File: config.mk
export PLATFORM = sky130hd
export DESIGN_NAME = fifo_stream_reader
export DESIGN_NICKNAME = d
export VERILOG_FILES = /design/src/rtl/fifo_stream_reader.sv
export SDC_FILE = /design/constraint.sdc
export NUM_CORES = 1
export LEC_CHECK = 0
export CORE_MARGIN = 10
export CORE_UTILIZATION = 45
export CTS_BUF_LIST = sky130_fd_sc_hd__clkbuf_8
export CTS_CLUSTER_DIAMETER = 40
export CTS_CLUSTER_SIZE = 25
export DETAILED_ROUTE_END_ITERATION = 7
export GPL_ROUTABILITY_DRIVEN = 0
export HOLD_SLACK_MARGIN = 0.05
export PLACE_DENSITY_LB_ADDON = 0.12
export SLEW_MARGIN = 25
export SYNTH_ARGS = -nofsm -noshare
export SYNTH_HDL_FRONTEND = slang
export SYNTH_SLANG_ARGS = --single-unit
File: constraint.sdc
create_clock -name clk -period 6.97 [get_ports clk]
set_clock_uncertainty 0.1 [all_clocks]
set_input_delay 2.091 -clock clk [delete_from_list [all_inputs] [get_ports clk]]
set_output_delay 2.091 -clock clk [all_outputs]
set_load 0.01 [all_outputs]
File: src/rtl/fifo_stream_reader.sv
// Consumer side of the FIFO: issues pops, absorbs the one-cycle RAM read latency
// and presents words in order on a valid/ready stream through a 2-entry skid buffer.
module fifo_stream_reader #(
  parameter int width = 4
) (
  input  logic             clk,
  input  logic             reset,
  input  logic             enable,
  input  logic             empty,
  input  logic [width-1:0] fifoData,
  output logic             read,
  output logic [width-1:0] outData,
  output logic             outValid,
  input  logic             outReady,
  output logic [15:0]      wordCount,
  output logic             idle
);

  logic [1:0]       occ;
  logic             inflight;
  logic [width-1:0] head;
  logic [width-1:0] tail;
  logic             pop;
  logic [2:0]       committed;

  assign outValid = (occ != 2'd0);
  assign outData  = head;
  assign pop      = outValid & outReady;
  assign idle     = (occ == 2'd0) & ~inflight;

  // Slots already spoken for once this cycle's pop leaves; a new read needs one free.
  assign committed = {1'b0, occ} + {2'b00, inflight} - {2'b00, pop};
  assign read      = enable & ~empty & ~reset & (committed < 3'd2);

  always_ff @(posedge clk or posedge reset) begin
    if (reset) begin
      occ       <= 2'd0;
      inflight  <= 1'b0;
      head      <= '0;
      tail      <= '0;
      wordCount <= 16'd0;
    end else begin
      inflight <= read;
      if (pop) wordCount <= wordCount + 16'd1;
      case ({inflight, pop})
        2'b10: begin
          if (occ == 2'd0) head <= fifoData;
          else             tail <= fifoData;
          occ <= occ + 2'd1;
        end
        2'b01: begin
          head <= tail;
          occ  <= occ - 2'd1;
        end
        2'b11: begin
          // Head leaves while the captured word joins at the tail; occupancy holds.
          if (occ == 2'd2) begin
            head <= tail;
            tail <= fifoData;
          end else begin
            head <= fifoData;
          end
        end
        default: ;
      endcase
    end
  end

  a_no_overflow: assert property (@(posedge clk) disable iff (reset)
    ({1'b0, occ} + {2'b00, inflight}) <= 3'd2);

endmodule

### After elaboration in Yosys (flattened, before gate mapping)

Cells that the tools add are included.
W data, S select, Z words.

* register bits after elaboration: 27
* output and inout bits: 23

* add/sub/neg operators: 5
* magnitude comparators: 1
* equality and inequality tests: 7
* muxes and demuxes: 7
* bitwise gates (word level): 8
* reduce and logical (&&, ||, !) cells: 7

Operators by type and width (number)
* $add A16 B1 Y16 const B: 1
* $mux W4: 4
* $pmux W4 S3: 1
* $pmux W4 S2: 1
* $eq A2 B2 Y1 const B: 3
* $ne A2 B2 Y1 const B: 3
* $reduce_bool A2 Y1: 3
* $and A1 B1 Y1: 5
* $pmux W2 S2: 1
* $add A2 B1 Y3: 1
* $lt A3 B2 Y1 const B: 1
* $not A1 Y1: 3
* $reduce_and A3 Y1: 1
* $reduce_bool A3 Y1: 1
* $sub A3 B1 Y3: 1
* $add A2 B1 Y2 const B: 1
* $eq A2 B1 Y1 const B: 1
* $logic_not A2 Y1: 1
* $reduce_and A2 Y1: 1
* $sub A2 B1 Y2 const B: 1

### Logic depth before layout (Yosys ltp)

Gate-level depths: netlist (run 1).

* word-level depth: 5
* gate-level depth with buffers: 8
* gate-level depth less buffers: 7

### Worst setup path after synthesis (run 1)

No wires, ideal clock.

* path type: input to output
* from: input port outReady
* to: output port read
* arrival time: 3.754 ns
* data required time: 4.779 ns
* path slack: 1.025 ns
* stages: 7
* path through: o21a_4 > inv_2 > ha_1 > nand2b_1 > fa_1 > nand2_1 > nor4_1

* cells in the longest elaborated chain, start to end: 4

RTL lines
* start: declaration: RTL line 14 `input logic outReady,`
* $and A1 B1 Y1: RTL line 28 `assign pop = outValid & outReady;`
* $sub A3 B1 Y3: RTL line 32 `assign committed = {1'b0, occ} + {2'b00, inflight} - {2'b00, pop};`
* $lt A3 B2 Y1: RTL line 33 `assign read = enable & ~empty & ~reset & (committed < 3'd2);`
* $and A1 B1 Y1: RTL line 33
* end: declaration: RTL line 11 `output logic read,`

No other way between the ends.

### Worst setup path after layout (run 1)

Same ends and word-level chain as after synthesis.

==> flow_metrics.env, run 1 <==
export IMPL_area_growth_pct=32.6
export IMPL_drv_cap=0
export IMPL_synth_xor_area_share_pct=12.4
export IMPL_synth_cell_types=28
export IMPL_cts_buffers=3
export IMPL_rrSetupSlack_ns=4.61
export IMPL_period_share_pct=93.8
export IMPL_synth_seq_cells=27
export IMPL_hp_start="wordCount[15]"
export IMPL_critical_path_startpoint="outReady"
export IMPL_die_w_um=73.1
export IMPL_critPathArrivalTime_ns=4.35
export IMPL_min_to="wordCount[15]"
export IMPL_hold_depth=1
export IMPL_hold_class="reg -> reg"
export IMPL_synth_cells=108
export IMPL_synth_fa_ha_area_share_pct=4.54
export IMPL_grt_first_pass_wirelength_mm=4.53
export IMPL_fin_tns_setup_ns=0
export IMPL_clock_latency_ns=0.28
export IMPL_slew_violations=0
export IMPL_synth_seq_area_share_pct=53.3
export IMPL_yosysWarnings=0
export IMPL_grt_setup_unrepaired="false"
export IMPL_synth_compound_area_share_pct=7.20
export IMPL_vias=899
export IMPL_outcome="complete, no violations"
export IMPL_avgSynthCellArea_um2=11.7
export IMPL_startpoint_type="primary input"
export IMPL_diodes=0
export IMPL_cts_tree="done"
export IMPL_p_total_uw=596
export IMPL_fp_dieArea_um2=5340
export IMPL_post_cts_setup_buffers=0
export IMPL_first_pass_iters=4
export IMPL_synthMuxAreaShare_pct=5.92
export IMPL_fillers=233
export IMPL_overflow=0
export IMPL_avgViaCountPerCell=5.14
export IMPL_ff2ff_path_depth=7
export IMPL_rr_startpoint="occ[0]"
export IMPL_track_usage_pct=10.5
export IMPL_powerDensity_nw_per_um2=354
export IMPL_antenna_found_initial=0
export IMPL_ant_nets=0
export IMPL_first_global_vias=948
export IMPL_grt_max_degree=28
export IMPL_postCtsHoldBufs=0
export IMPL_syn_nets=121
export IMPL_htreeDepth=1
export IMPL_dpl_instance_area_um2=1630
export IMPL_regToRegEndpoint="inflight"
export IMPL_layout_nets=158
export IMPL_die_h_um=73.1
export IMPL_wire_per_inst_um=15.0
export IMPL_clkSinkCount=27
export IMPL_crit_path_max_fanout=6
export IMPL_relSlewSlack_pct=62.6
export IMPL_drive_gt1_share_pct=11.8
export IMPL_drc=0
export IMPL_hpwl_mm=1.97
export IMPL_hold_viol_final=0
export IMPL_min_period_ns=6.54
export IMPL_dr_first_iter_drc_count=13
export IMPL_cts_root_buf="clkbuf_8"
export IMPL_initial_core_util_pct=46.4
export IMPL_syn_area_um2=1270
export IMPL_fin_area_um2=1680
export IMPL_power_leakage_nw=0.763
export IMPL_timing_hold_ws_ns=0.376
export IMPL_worst_slew_pin_slew_ns=0.561
export IMPL_cts_buffer_depth=2
export IMPL_wl_mm=2.63
export IMPL_ctsResizeCount=0
export IMPL_required_ns=4.78
export IMPL_cp_end_kind="primary output"
export IMPL_row_count=19
export IMPL_core_area_um2=2730
export IMPL_synth_top_family_by_area="simple AND/OR/NAND/NOR gates"
export IMPL_setup_viol=0
export IMPL_io_buffers=31
export IMPL_synthSimpleGateAreaFrac_pct=14.3
export IMPL_clk_pin_slew_worst_paths_ns=0.10
export IMPL_num_io_pins=32
export IMPL_worstSetupPathType="in -> out"
export IMPL_ir_drop_mv=0.309
export IMPL_max_freq_mhz=153
routing by layer:
| layer | vias up | part of all wire (%) | GRT usage, % |
|---|---|---|---|
| li1 | 439 | - | - |
| met5 | - | 0 | 0 |
| met4 | 0 | 1.5 | 4.43 |
| met3 | 4 | 7.8 | 3.95 |
| met1 | 435 | 43 | 12.3 |
| met2 | 21 | 48 | 16.6 |
cells in the mapped netlist:
master | number | share of area (%)
nor4_1 | 1 | 0.49
nor3_4 | 1 | 1.3
xnor2_1 | 14 | 9.7
o21ai_0 | 1 | 0.39
nand4_1 | 4 | 2.0
a21oi_4 | 1 | 1.3
and4_1 | 2 | 1.4
fa_1 | 1 | 1.6
nand2_1 | 11 | 3.3
mux2i_1 | 3 | 2.4
or2b_1 | 1 | 0.59
nand3_1 | 4 | 1.6
and3_1 | 3 | 1.5
a311o_1 | 1 | 0.79
o221ai_1 | 1 | 0.69
o21a_4 | 1 | 1.2
inv_1 | 5 | 1.5
nand2b_1 | 1 | 0.49
dfrtp_1 | 27 | 53
ha_1 | 3 | 3.0
xor2_1 | 4 | 2.8
a21o_2 | 1 | 0.69
o211ai_1 | 1 | 0.59
inv_2 | 1 | 0.30
buf_4 | 1 | 0.59
nor2_1 | 6 | 1.8
a21oi_1 | 4 | 1.6
mux2_2 | 4 | 3.6
report_power, final:
| group | leakage, nW | internal [mW] | switching (mW) |
|---|---|---|---|
| combinational | 0.394 | 0.136 | 0.112 |
| clock | 0.0217 | 0.0407 | 0.0518 |
| sequential | 0.347 | 0.203 | 0.0526 |
cells in the final DEF, fill, tap and decap left out:
master / instances
xor2_1: 4
nand2_1: 11
clkbuf_8: 3
xnor2_1: 14
dfrtp_1: 27
o211ai_1: 1
nand3_1: 4
clkinvlp_4: 1
buf_4: 2
inv_1: 4
nor4_2: 1
mux2i_1: 3
a21oi_1: 4
nor2_1: 6
clkdlybuf4s50_1: 30
a21oi_4: 1
o21ai_0: 1
o221ai_1: 1
or2b_1: 1
and3_1: 3
ha_1: 3
nor3_4: 1
and4_1: 2
mux2_2: 4
inv_2: 2
o21a_4: 1
nand2b_1: 1
fa_1: 1
a311o_1: 1
dlymetal6s2s_1: 1
nand4_1: 4
a21o_2: 1
worst max-delay path by stage:
stage / endpoint / depth (start not counted)
floorplan: read / 7
global placement: read / 9
detailed placement: read / 9
CTS: read / 9
global route: read / 9
finish: read / 9
stage by stage:
| step | util (%) | std cells | setup WS (ns) |
|---|---|---|---|
| after floorplan | - | 108 | 1.03 |
| after global placement | 59.5 | 171 | 0.0994 |
| after detailed placement | 59.5 | 171 | 0.0527 |
| after CTS | 61.2 | 175 | 0.0188 |
| after global routing | 61.6 | 175 | 0.290 |
| final | 61.6 | 175 | 0.432 |
sequential cells by signal, summed over array words and instances, names as in the netlist:
| name | flops |
|---|---|
| tail | 4 |
| wordCount | 16 |
| occ | 2 |
| outData | 4 |
| inflight | 1 |
cells by family after synthesis:
family / count (synthesis)
muxes: 7
DFF: 27
xor gates and xnor gates: 18
adders and majority gates: 4
AOI/OAI and AO/OA: 11
and+or+nand+nor: 34
buffers and inverters: 7
cell type report:
class                           instances  area [µm²]  share of cell area (%)
Clock inverter                          1        7.51                   0.446
Multi-Input combinational cell         74         569                    33.8
Clock buffer                            3        41.3                    2.45
Sequential cell                        27         676                    40.1
Tap cell                               31        38.8                    2.30
Inverter                                6        22.5                    1.34
Timing Repair Buffer                   33         328                    19.5
critical path, stage by stage:
cell             delay [ns]
clkdlybuf4s50_1        0.49
o21a_4                 0.17
inv_2                  0.04
ha_1                   0.32
nand2b_1               0.18
fa_1                   0.49
nand2_1                0.07
nor4_2                 0.28
dlymetal6s2s_1         0.21
(Power assumes the default switching activity.)
==> run 2: changes to the inputs <==
--- a/config.mk
+++ b/config.mk
@@ -6,7 +6,7 @@
 export NUM_CORES = 1
 export LEC_CHECK = 0
 export CORE_MARGIN = 10
-export CORE_UTILIZATION = 45
+export CORE_UTILIZATION = 54
 export CTS_BUF_LIST = sky130_fd_sc_hd__clkbuf_8
 export CTS_CLUSTER_DIAMETER = 40
 export CTS_CLUSTER_SIZE = 25
==> run 2 against run 1 <==
Critical path depth unchanged. Power decreased by 0.74%. Wire length about the same. Clock-buffer cell count unchanged. Non-clock buffer count increased by 1. Setup slack improved by 0.072 ns. Critical path type unchanged. Highest routed layer unchanged.
==> flow_metrics.env, run 2 (synthesis results as in run 1) <==
export IMPL_outcome="complete, no violations"
export IMPL_worstSetupPathType="in -> out"
export IMPL_crit_chain="clkdlybuf4s50_1, o21a_4, inv_2, ha_1, nand2b_1, fa_1, nand2_1, nor4_2, dlymetal6s2s_1"
export IMPL_die_w_um=68.5
export IMPL_p_int_uw=383
export IMPL_first_global_vias=992
export IMPL_min_to="wordCount[15]"
export IMPL_grt_max_degree=28
export IMPL_fillers=176
export IMPL_rr_startpoint="occ[0]"
export IMPL_finalNonFillerCells=173
export IMPL_area_growth_pct=32.7
export IMPL_power_switching_uw=209
export IMPL_drive_gt1_share_pct=12.4
export IMPL_startpoint_type="primary input"
export IMPL_cp_end_kind="primary output"
export IMPL_num_io_pins=32
export IMPL_hp_start="wordCount[15]"
export IMPL_overflow=0
export IMPL_grt_first_pass_wirelength_mm=4.45
export IMPL_clock_latency_ns=0.27
export IMPL_period_share_pct=92.8
export IMPL_rrSetupSlack_ns=4.69
export IMPL_clk_pin_slew_worst_paths_ns=0.09
export IMPL_die_h_um=68.5
export IMPL_wire_per_inst_um=15.2
export IMPL_hold_depth=1
export IMPL_htreeDepth=1
export IMPL_relSlewSlack_pct=63.7
export IMPL_first_pass_iters=5
export IMPL_dr_first_iter_drc_count=27
export IMPL_cts_buffer_depth=2
export IMPL_avgViaCountPerCell=5.38
export IMPL_ff2ff_path_depth=7
export IMPL_dpl_cell_count=169
export IMPL_drv_cap=0
export IMPL_setup_viol=0
export IMPL_ant_nets=0
export IMPL_powerDensity_nw_per_um2=351
export IMPL_io_buffers=31
export IMPL_min_period_ns=6.47
export IMPL_ir_drop_mv=0.270
export IMPL_pwr_share_comb_pct=42.4
export IMPL_power_frac_clock_pct=14.5
export IMPL_worst_slew_pin_slew_ns=0.543
export IMPL_hold_class="reg -> reg"
export IMPL_drc=0
export IMPL_largest_register="wordCount"
export IMPL_final_common_cell="clkdlybuf4s50_1"
export IMPL_hold_viol_final=0
export IMPL_track_usage_pct=12.2
export IMPL_diodes=0
export IMPL_row_count=17
export IMPL_hpwl_mm=2.02
export IMPL_cp_slowest_cell="clkdlybuf4s50_1"
export IMPL_cts_tree="done"
export IMPL_antenna_found_initial=0
export IMPL_cts_root_buf="clkbuf_8"
export IMPL_regToRegEndpoint="inflight"
export IMPL_required_ns=4.78
export IMPL_initial_core_util_pct=56.8
export IMPL_layout_nets=159
export IMPL_cts_buffers=3
export IMPL_post_cts_setup_buffers=0
export IMPL_clkSinkCount=27
export IMPL_slew_violations=0
export IMPL_grt_setup_unrepaired="false"
export IMPL_max_freq_mhz=155
export IMPL_fin_tns_setup_ns=0
export IMPL_largest_reg_flops=16
export IMPL_critPathArrivalTime_ns=4.27
export IMPL_pwr_share_seq_pct=43.1
export IMPL_p_sw_share_pct=35.3
export IMPL_power_leakage_nw=0.771
export IMPL_wl_mm=2.63
export IMPL_fp_dieArea_um2=4690
export IMPL_core_area_um2=2230
export IMPL_final_cell_mix="clkdlybuf4s50_1 (30), dfrtp_1 (27), xnor2_1 (14)"
export IMPL_crit_path_max_fanout=6
export IMPL_cp_slowest_stage_delay_ns=0.50
export IMPL_vias=930
[run 2: final cells by class]
cell class / instances / area (µm²) / area share, %
Sequential cell: 27 / 676 / 40.1
Multi-Input combinational cell: 74 / 569 / 33.8
Timing Repair Buffer: 34 / 335 / 19.9
Clock buffer: 3 / 41.3 / 2.45
Tap cell: 28 / 35.0 / 2.08
Inverter: 6 / 22.5 / 1.34
Clock inverter: 1 / 5.00 / 0.297
[run 2: how the worst max path moves through the flow]
stage	cells after the start	to	startpoint	slack [ns]
floorplan	7	read	outReady	1.03
global placement	9	read	outReady	0.16
detailed placement	9	read	outReady	0.07
CTS	9	read	outReady	0.06
global route	9	read	outReady	0.35
finish	9	read	outReady	0.50
[run 2: worst max-delay path, delay by kind of cell]
family                     cells  cell delay, ns
AOI/OAI and AO/OA              1            0.17
buffers and inverters          3            0.76
and+or+nand+nor                3            0.49
adders and majority gates      2            0.77
[run 2: layer usage]
metal | global-route usage (%) | part of all wire (%) | vias to the layer above
met1 | 13.6 | 40 | 463
met3 | 5.38 | 9.1 | 2
met4 | 3.02 | 0.76 | 0
li1 | - | - | 442
met2 | 20.9 | 51 | 23
met5 | 0 | 0 | -
[run 2: through the flow]
step	power [mW]	utilization, %	hold WS (ns)	cell area, µm²	setup WS [ns]
after detailed placement	0.510	72.9	0.367	1630	0.0679
after global placement	0.496	72.9	0.360	1630	0.156
after CTS	0.597	75.0	0.380	1680	0.0589
final	0.591	75.4	0.374	1680	0.505
after global routing	0.640	75.4	0.390	1680	0.353
after floorplan	0.397	-	0.350	1270	1.03
[run 2: repair_timing]
item	in CTS	in global routing
hold endpoints to repair	0	0
endpoints found under the setup margin	0	1
gates resized for setup	0	2
hold buffers	0	0
[run 2: power by group through the flow]
| stage | Sequential (mW) | Combinational, mW | Clock (mW) |
|---|---|---|---|
| 2_1_floorplan | 0.254 | 0.142 | 0 |
| 3_3_place_gp | 0.255 | 0.241 | 0 |
| 3_5_place_dp | 0.258 | 0.252 | 0 |
| 4_1_cts | 0.255 | 0.253 | 0.0886 |
| 5_1_grt | 0.265 | 0.278 | 0.0976 |
| 6_report | 0.255 | 0.251 | 0.0858 |
